<file path="src/rtl/mips_pkg.sv">
// Shared fetch/decode constants and the {pc, instr} entry type carried through the prefetch queue.
package mips_pkg;

   localparam int INSTR_W = 32;

   localparam logic [INSTR_W-1:0] NOP_INSTR = 32'h0000_0000;
   localparam logic [31:0]        PC_RESET  = 32'h0000_0000;

   typedef struct packed {
      logic [31:0]        pc;
      logic [INSTR_W-1:0] instr;
   } iq_entry_t;

endpackage

</file>
<file path="src/rtl/instr_queue.sv">
// Prefetch FIFO of {pc, instr} between fetch and decode; a pushed entry reaches id_* one cycle later (no bypass).
// if_ready falls only when full and ignores id_ready; flush empties the queue in one cycle and drops that cycle's push.
module instr_queue
   import mips_pkg::*;
#(
   parameter  int DEPTH = 4,
   localparam int PTR_W = $clog2(DEPTH)
) (
   input  logic               clk,
   input  logic               rst_n,
   input  logic               flush,
   input  logic               if_valid,
   input  logic [31:0]        if_pc,
   input  logic [INSTR_W-1:0] if_instr,
   output logic               if_ready,
   output logic               id_valid,
   output logic [31:0]        id_pc,
   output logic [INSTR_W-1:0] id_instr,
   input  logic               id_ready,
   output logic [PTR_W:0]     count
);

   localparam logic [PTR_W:0] CNT_FULL = (PTR_W+1)'(DEPTH);

   iq_entry_t        r_mem [DEPTH];
   logic [PTR_W-1:0] r_rd_ptr;
   logic [PTR_W-1:0] r_wr_ptr;
   logic [PTR_W:0]   r_cnt;

   logic      w_full;
   logic      w_empty;
   logic      w_push;
   logic      w_pop;
   iq_entry_t w_head;

   assign w_full  = (r_cnt == CNT_FULL);
   assign w_empty = (r_cnt == '0);

   // Full refuses a push even when a pop frees a slot this cycle, so if_ready stays a pure state decode.
   assign w_push = if_valid & ~w_full & ~flush;
   assign w_pop  = ~w_empty & id_ready & ~flush;

   always_ff @(posedge clk or negedge rst_n) begin
      if (!rst_n) begin
         r_rd_ptr <= '0;
         r_wr_ptr <= '0;
         r_cnt    <= '0;
      end else if (flush) begin
         r_rd_ptr <= '0;
         r_wr_ptr <= '0;
         r_cnt    <= '0;
      end else begin
         if (w_push) begin
            r_wr_ptr <= r_wr_ptr + 1'b1;
         end
         if (w_pop) begin
            r_rd_ptr <= r_rd_ptr + 1'b1;
         end
         case ({w_push, w_pop})
            2'b10:   r_cnt <= r_cnt + 1'b1;
            2'b01:   r_cnt <= r_cnt - 1'b1;
            default: r_cnt <= r_cnt;
         endcase
      end
   end

   always_ff @(posedge clk) begin
      if (w_push) begin
         r_mem[r_wr_ptr] <= '{pc: if_pc, instr: if_instr};
      end
   end

   assign w_head = r_mem[r_rd_ptr];

   assign if_ready = ~w_full;
   assign id_valid = ~w_empty;
   assign id_pc    = w_empty ? PC_RESET  : w_head.pc;
   assign id_instr = w_empty ? NOP_INSTR : w_head.instr;
   assign count    = r_cnt;

endmodule

</file>
<file path="config.mk">
export PLATFORM = sky130hd
export DESIGN_NAME = instr_queue
export DESIGN_NICKNAME = d
export VERILOG_FILES = /design/src/rtl/mips_pkg.sv /design/src/rtl/instr_queue.sv
export SDC_FILE = /design/constraint.sdc
export NUM_CORES = 1
export LEC_CHECK = 0
export BUFFER_PORTS_ARGS = -buffer_cell sky130_fd_sc_hd__buf_4
export CORE_ASPECT_RATIO = 1.5
export CORE_MARGIN = 5
export CORE_UTILIZATION = 35
export DETAILED_ROUTE_END_ITERATION = 8
export GPL_TIMING_DRIVEN = 0
export HOLD_SLACK_MARGIN = 0.02
export SLEW_MARGIN = 20
export SYNTH_ARGS = -nofsm -noshare
export SYNTH_HDL_FRONTEND = slang
export SYNTH_SLANG_ARGS = --single-unit
</file>
<file path="constraint.sdc">
create_clock -name clk -period 3.1 [get_ports clk]
set_input_delay 0.31 -clock clk [delete_from_list [all_inputs] [get_ports clk]]
set_output_delay 0.31 -clock clk [all_outputs]
set_load 0.02 [all_outputs]
</file>
**Yosys cells after proc, flatten, opt, wreduce, memory -nomap -nowiden**

Memories as Yosys holds them, arrays and structs flattened.
Cells that the tools add are included.

- $add $sub $neg: 4
- Equality and inequality tests: 3
- Reduce and logical (&&, ||, !) cells: 4
- Bitwise operators: 7
- Muxes and demuxes: 10

Operator list:

| kind | number |
|---|---|
| $mux W32 | 2 |
| $mux W2 | 4 |
| $pmux W3 S2 | 1 |
| $add A2 B1 Y2 const B | 2 |
| $and A1 B1 Y1 | 4 |
| $reduce_bool A2 Y1 | 2 |
| $add A3 B1 Y3 const B | 1 |
| $eq A3 B3 Y1 const B | 1 |
| $logic_not A3 Y1 | 1 |
| $mux W3 | 1 |
| $not A1 Y1 | 3 |
| $reduce_bool A3 Y1 | 1 |
| $sub A3 B1 Y3 const B | 1 |
| $eq A2 B1 Y1 const B | 1 |
| $eq A2 B2 Y1 const B | 1 |
| $mux W1 | 2 |

- Memories: 1
- Register bits: 7
- RAM bits: 256
- Output and inout port bits: 69

Memories:

| name | words | bits a word | rd ports | clocked after Yosys merged registers in | wr ports | RTL line | RTL |
|---|---|---|---|---|---|---|---|
| r_mem | 4 | 64 | 1 | 0 | 1 | instr_queue.sv:25 | `iq_entry_t r_mem [DEPTH];` |

**Longest topological paths before layout**

Gate-level depths: netlist (run 1).

- Depth after elaboration: 7
- Gate-level depth with buffers: 8

**Worst setup path after synthesis (run 1)**

No wires, ideal clock.

- Kind: flip-flop to flip-flop
- Start: register r_cnt[0] (netlist: count[0])
- End: memory r_mem[2][0] (netlist bit) (enable)
- Data arrival time: 2630 ps
- Setup slack: 41 ps
- Data required time: 2671 ps
- Stages on the path, launching flop included: 5
- Buffers on the path: 1
- Cell sequence: dfrtp_1 buf_2 nor3b_2 nor3_1 and2_1

- Cells in the longest elaborated chain, start to end: 6

RTL lines:

| element | RTL line | RTL |
|---|---|---|
| from (decl) | instr_queue.sv:28 | `logic [PTR_W:0] r_cnt;` |
| from (signal assigned) | instr_queue.sv:60 | `2'b10: r_cnt <= r_cnt + 1'b1;` |
| from (signal assigned) | instr_queue.sv:61 | `2'b01: r_cnt <= r_cnt - 1'b1;` |
| from (signal assigned) | instr_queue.sv:62 | `default: r_cnt <= r_cnt;` |
| $eq A3 B3 Y1 | instr_queue.sv:36 | `assign w_full = (r_cnt == CNT_FULL);` |
| $not A1 Y1 | instr_queue.sv:40 | `assign w_push = if_valid & ~w_full & ~flush;` |
| $and A1 B1 Y1 (2 in a row) | instr_queue.sv:40 |  |
| $mux W1 | instr_queue.sv:68 | `if (w_push) begin` |
| $mux W1 (not written as such) | instr_queue.sv:69 | `r_mem[r_wr_ptr] <= '{pc: if_pc, instr: if_instr};` |
| to (decl) | instr_queue.sv:25 |  |

No other way between the ends.

**Worst setup path after layout (run 1)**

- Start: register r_cnt[0] (netlist: count[0])
- End: output port id_instr[21]

- Cells in the longest elaborated chain, start to end: 2

RTL lines:

| element | RTL line | RTL |
|---|---|---|
| $logic_not A3 Y1 | instr_queue.sv:37 | `assign w_empty = (r_cnt == '0);` |
| $mux W32 | instr_queue.sv:78 | `assign id_instr = w_empty ? NOP_INSTR : w_head.instr;` |
| to (decl) | instr_queue.sv:18 | `output logic [INSTR_W-1:0] id_instr,` |

No other way between the ends.

==> impl_metrics.env, run 1 <==
export IMPL_outcome="completed"
export IMPL_drc=0
export IMPL_clkSinkCount=263
export IMPL_setup_viol=0
export IMPL_critPathArrivalTime_ns=2.46
export IMPL_cp_required_ns=2.79
export IMPL_core_um2=28800
export IMPL_syn_num_nets=542
export IMPL_synth_top_area_share=0.753
export IMPL_ioPinCount=138
export IMPL_die_h_um=219
export IMPL_ant_nets=0
export IMPL_io_buffers=135
export IMPL_grt_overflow=0
export IMPL_grt_first_pass_wirelength_um=33000
export IMPL_drt_iter0_markers=177
export IMPL_synth_area_leaders="edfxtp_1, mux4_2, and2_1"
export IMPL_place_detailed_hpwl_um=13300
export IMPL_worst_pin_slew_ns=0.729
export IMPL_ys_ff_latch=263
export IMPL_hold_violations=0
export IMPL_grt_setup_unrepaired="false"
export IMPL_startpoint_type="flop"
export IMPL_track_usage=0.131
export IMPL_synth_top_area_cell="edfxtp_1"
export IMPL_fin_setup_tns_ns=0
export IMPL_synth_distinct_cells=33
export IMPL_clock_fmax_ghz=0.361
export IMPL_grt_max_degree=44
export IMPL_synth_edf_count=256
export IMPL_dp_cells=997
export IMPL_cts_resized=0
export IMPL_r2r_cells=5
export IMPL_cts_root_buf="clkbuf_16"
export IMPL_fin_ws_ns=0.331
export IMPL_critPathKind="reg2out"
export IMPL_fin_cells=1109
export IMPL_place_area_um2=11800
export IMPL_grt_pass1_vias=5871
export IMPL_path_clk_slew_ns=0.06
export IMPL_yosysWarningCount=0
export IMPL_cts_setup_buffers=0
export IMPL_drt_pass1_iter_count=4
export IMPL_slew_headroom=0.514
export IMPL_htreeDepth=1
export IMPL_ys_seq_area_frac=0.770
export IMPL_powerDensity_nw_per_um2=654
export IMPL_post_place_ws_ns=0.513
export IMPL_syn_area_um2=10200
export IMPL_clock_skew_ns=0.0213
export IMPL_slew_viol_final=0
export IMPL_finalCritPeriodShare=0.893
export IMPL_reg2reg_to="r_mem[2][5]"
export IMPL_drv_cap=0
export IMPL_syn_avg_cell_area_um2=21.8
export IMPL_final_nets=773
export IMPL_insertion_delay_ns=0.54
export IMPL_async_flop_share=0.0266
export IMPL_syn2layout_area_growth_pct=31.0
export IMPL_drive_gt1_frac=0.369
export IMPL_r2r_start="count[0]"
export IMPL_hp_class="in2reg"
export IMPL_reg2reg_slack_ns=0.53
export IMPL_initial_core_util=0.354
export IMPL_p_leak_uw=0.00460
export IMPL_dieArea_um2=32800
export IMPL_via_count=5157
export IMPL_rows=76
export IMPL_final_min_clock_period_ns=2.77
export IMPL_die_width_um=149
export IMPL_drt_wl_total_um=21200
export IMPL_crit_path_end_kind="primary output"
export IMPL_wl_per_cell_um=19.1
export IMPL_gp_congestion=0.682
export IMPL_design_area_um2=13400
export IMPL_synth_ff_type="edfxtp_1"
export IMPL_clk_path_buf_depth=3
export IMPL_crit_path_max_fanout=11
export IMPL_final_util=0.464
export IMPL_ir_worst_vdd_v=0.000388
export IMPL_synth_commonest_cells="edfxtp_1, and2_1, mux4_2"
export IMPL_antenna_found_initial=2
export IMPL_worstHoldEndpoint="count[2]"
export IMPL_min_from="if_valid"
export IMPL_min_path_cells=3
export IMPL_syn_inst=468
export IMPL_vias_per_cell=4.65
export IMPL_cts_tree="built"
export IMPL_cts_made_buffers=26
export IMPL_synthMostInstantiatedCell="edfxtp_1"
==> worst max-delay path: stages, from the launching register on <==
cell and delay (ns):
dfrtp_1 0.42, buf_2 0.24, nor3_2 0.09, inv_1 0.37, clkbuf_1 0.43, and2_1 0.23
buf_4 0.15
==> flip-flops by register name, indices dropped and copies added (netlist names) <==
| signal | cells |
|---|---|
| count | 3 |
| r_rd_ptr | 2 |
| r_mem | 256 |
| r_wr_ptr | 2 |
==> stage by stage <==
stage          hold WS, ns  power [uW]
2_1_floorplan       0.0144        4880
3_3_place_gp         0.126        5400
3_5_place_dp         0.134        5430
4_1_cts             0.0391        8900
5_1_grt             0.0667        9110
6_report            0.0713        8740
==> area by class of cell <==
class,instances,area (um2)
Clock buffer,29,662
Sequential cell,263,7860
Clock inverter,18,265
Timing Repair Buffer,204,1740
Multi-Input combinational cell,174,2190
Tap cell,390,488
Fill cell,2467,15400
Inverter,6,22.5
Buffer,24,140
Antenna cell,1,2.50
==> cell families (layout without fill, tap and decap cells) <==
| logic type | Yosys count | in the layout | share of synthesized area |
|---|---|---|---|
| compound gates | 17 | 17 | 0.0114 |
| xor+xnor | 4 | 4 | 0.00343 |
| fa+ha+maj | 5 | 5 | 0.00686 |
| buf+inv | 31 | 281 | 0.0163 |
| flops | 263 | 263 | 0.770 |
| mux | 64 | 64 | 0.141 |
| other cells | 0 | 1 | 0 |
| simple gates | 84 | 84 | 0.0509 |
==> where the power goes <==
part           internal (uW)  total [uW]  switching (uW)  leakage (uW)
logic                    649        1340             689       0.00173
registers               4010        4040            32.1       0.00242
clock network           2050        3360            1310      0.000443
total                   6710        8740            2040       0.00460
==> metal layers <==
layer	wire [um]	up-vias	global-route usage
met2	11500	128	0.242
met4	502	2	0.0421
met1	8180	2640	0.154
met3	945	33	0.0207
met5	7	-	0
li1	-	2354	-
==> how the worst max path moves through the flow <==
stage	start	to	cells past startpoint
after floorplan	count[0]	r_mem[2][0]	4
after global placement	if_valid	r_mem[0][3]	5
after detailed placement	count[0]	r_mem[2][3]	5
after CTS	count[0]	id_instr[21]	7
after global routing	count[0]	id_instr[22]	6
final	count[0]	id_instr[21]	6
==> cell usage in the layout, fill, tap and decap left out, types with 2 or more instances in the layout <==
| cell | instances |
|---|---|
| a31oi_1 | 2 |
| nand3_1 | 2 |
| xor2_1 | 3 |
| nand2b_1 | 3 |
| clkbuf_1 | 12 |
| inv_1 | 6 |
| bufinv_16 | 6 |
| and2_1 | 64 |
| edfxtp_1 | 256 |
| clkinvlp_4 | 3 |
| clkbuf_16 | 26 |
| clkinv_1 | 3 |
| buf_12 | 4 |
| mux4_2 | 64 |
| dfrtp_1 | 7 |
| ha_1 | 4 |
| o21ai_0 | 3 |
| buf_2 | 10 |
| buf_6 | 5 |
| a21oi_1 | 3 |
| dlygate4sd3_1 | 65 |
| and2_4 | 4 |
| buf_4 | 135 |
| nor2_1 | 4 |
| clkinv_2 | 3 |
| nand2_1 | 2 |
==> timing repair <==
action                                  in CTS  in global routing
endpoints found under the hold margin      263                  0
hold buffers                                65                  0
endpoints found under the setup margin       0                 44
No activity file was read; power rests on OpenSTA's default activity.
==> run 2, diff against run 1 <==
--- a/config.mk
+++ b/config.mk
@@ -5,13 +5,13 @@
 export SDC_FILE = /design/constraint.sdc
 export NUM_CORES = 1
 export LEC_CHECK = 0
-export BUFFER_PORTS_ARGS = -buffer_cell sky130_fd_sc_hd__buf_4
 export CORE_ASPECT_RATIO = 1.5
 export CORE_MARGIN = 5
 export CORE_UTILIZATION = 35
 export DETAILED_ROUTE_END_ITERATION = 8
+export DONT_BUFFER_PORTS = 1
 export GPL_TIMING_DRIVEN = 0
-export HOLD_SLACK_MARGIN = 0.02
+export HOLD_SLACK_MARGIN = 0.15
 export SLEW_MARGIN = 20
 export SYNTH_ARGS = -nofsm -noshare
 export SYNTH_HDL_FRONTEND = slang
==> run 2 against run 1 <==
Compared with the run above: sequential power barely moved; via count fell by 8.6%; maximum frequency fell by 2.1%; final area fell by 8.3%; final cell count fell by 12%; count of clock-buffer cells in the layout rose by 3; critical endpoint is now id_instr[14]; largest cell class unchanged; largest power group unchanged; highest routed layer unchanged.
==> impl_metrics.env, run 2 (synthesis results as in run 1) <==
export IMPL_drive_gt1_frac=0.215
export IMPL_drv_cap=0
export IMPL_crit_buf_inv=4
export IMPL_cp_cell_sequence="buf_2 -> nor3_2 -> inv_1 -> clkbuf_2 -> clkbuf_1 -> and2_1"
export IMPL_clock_skew_ns=0.00992
export IMPL_final_nets=641
export IMPL_powerDensity_nw_per_um2=654
export IMPL_drc=0
export IMPL_critPathKind="reg2out"
export IMPL_cp_required_ns=2.79
export IMPL_place_area_um2=10800
export IMPL_cts_root_buf="clkbuf_16"
export IMPL_drt_pass1_iter_count=4
export IMPL_p_leak_uw=0.00389
export IMPL_grt_pass1_vias=5247
export IMPL_final_min_clock_period_ns=2.83
export IMPL_hp_class="in2reg"
export IMPL_reg2reg_to="r_mem[2][18]"
export IMPL_clkSinkCount=263
export IMPL_regMostFlops="r_mem"
export IMPL_syn2layout_area_growth_pct=20.2
export IMPL_insertion_delay_ns=0.53
export IMPL_startpoint="count[0]"
export IMPL_gp_congestion=0.701
export IMPL_ant_nets=0
export IMPL_crit_path_max_fanout=10
export IMPL_die_h_um=219
export IMPL_worst_pin_slew_ns=0.726
export IMPL_layout_common_cells="edfxtp_1, dlygate4sd3_1, mux4_2, and2_1, clkbuf_16"
export IMPL_io_buffers=0
export IMPL_finalCritPeriodShare=0.913
export IMPL_drt_wl_total_um=20600
export IMPL_startpoint_type="flop"
export IMPL_grt_max_degree=37
export IMPL_core_um2=28800
export IMPL_wl_per_cell_um=21.1
export IMPL_slew_headroom=0.516
export IMPL_fillers=2537
export IMPL_crit_end="id_instr[14]"
export IMPL_largest_reg_flops=256
export IMPL_via_count=4716
export IMPL_ir_worst_vdd_v=0.000435
export IMPL_antenna_found_initial=1
export IMPL_cp_depth=6
export IMPL_dieArea_um2=32800
export IMPL_path_clk_slew_ns=0.06
export IMPL_cts_made_buffers=25
export IMPL_grt_setup_unrepaired="false"
export IMPL_cts_tree="built"
export IMPL_design_area_um2=12300
export IMPL_initial_core_util=0.354
export IMPL_track_usage=0.125
export IMPL_place_detailed_hpwl_um=12900
export IMPL_outcome="completed"
export IMPL_ioPinCount=138
export IMPL_final_common_cell="edfxtp_1"
export IMPL_r2r_cells=5
export IMPL_final_util=0.426
export IMPL_die_width_um=149
export IMPL_rows=76
export IMPL_fin_setup_tns_ns=0
export IMPL_slew_viol_final=0
export IMPL_hold_violations=0
export IMPL_clock_fmax_ghz=0.353
export IMPL_critPathArrivalTime_ns=2.52
export IMPL_htreeDepth=1
export IMPL_cpPeakStageDelay_ns=0.51
export IMPL_clk_path_buf_depth=3
export IMPL_reg2reg_slack_ns=0.44
export IMPL_r2r_start="count[0]"
export IMPL_grt_first_pass_wirelength_um=30700
export IMPL_crit_path_end_kind="primary output"
export IMPL_grt_overflow=0
export IMPL_cp_top_family="buffers and inverters"
export IMPL_setup_viol=0
export IMPL_drt_iter0_markers=217
export IMPL_cpMaxStageDelayCell="dfrtp_1"
export IMPL_antennaDiodeCount=0
export IMPL_vias_per_cell=4.84
## run 2: cell types whose count changed in the layout (fill, tap and decap cells not counted), sizes merged
cell / change
inv: +2
dlygate4sd3: +3
diode: -1
clkbuf: +4
buf: -135
clkinvlp: -3
bufinv: -4
## run 2: through the flow
stage / setup slack, ns / cells / hold WS [ns] / total power [uW]
final: 0.270 / 975 / 0.310 / 8020
after global routing: 0.0134 / 975 / 0.339 / 8370
after CTS: 0.154 / 975 / 0.280 / 8160
after detailed placement: 0.428 / 862 / 0.0147 / 5110
after global placement: -1.32 / 858 / 0.0146 / 5080
after floorplan: 0.0414 / 468 / 0.0144 / 4880
## run 2: worst register-to-register path, stage by stage, from the launching register on
cell and delay, ns:
dfrtp_1 0.51, buf_2 0.28, nor3b_2 0.09, nor3_1 0.53, and2_4 0.60, buf_12 0.33
## run 2: cell type report
class	instances	area [um2]	area share
tap	390	488	0.0398
sequential	263	7860	0.641
inverter	6	22.5	0.00184
multi-input combinational	174	2190	0.179
clock inverter	13	128	0.0104
clock buffer	32	652	0.0531
timing repair buffer	72	783	0.0638
buffer	25	145	0.0118
## run 2: worst min-delay path by stage
| stage | startpoint | endpoint | slack (ns) | cells after the start |
|---|---|---|---|---|
| after global placement | rst_n | count[0] | 0.01 | 0 |
| after global routing | id_ready | count[2] | 0.34 | 4 |
| after CTS | id_ready | count[2] | 0.28 | 4 |
| after floorplan | rst_n | count[0] | 0.01 | 0 |
| final | id_ready | count[2] | 0.31 | 4 |
| after detailed placement | rst_n | count[0] | 0.01 | 0 |
## run 2: layer usage
metal,track usage,up-vias,wire length (um)
li1,-,2104,-
met1,0.144,2458,7780
met2,0.230,121,11200
met3,0.0231,31,1020
met4,0.0464,2,527
met5,0,-,13
## run 2: repair_timing
| action | CTS | global route |
|---|---|---|
| resized for setup | 1 | 0 |
| endpoints found under the setup margin | 46 | 0 |
| endpoints found under the hold margin | 267 | 0 |
| hold buffers | 68 | 0 |
| setup buffers | 0 | 0 |
## run 2: report_power, final
group	total (uW)	internal [uW]	leakage (uW)	switching, uW
Combinational	1060	416	0.00108	639
Clock	2920	1660	0.000385	1260
Sequential	4050	4010	0.00242	37.7
Total	8020	6090	0.00389	1930
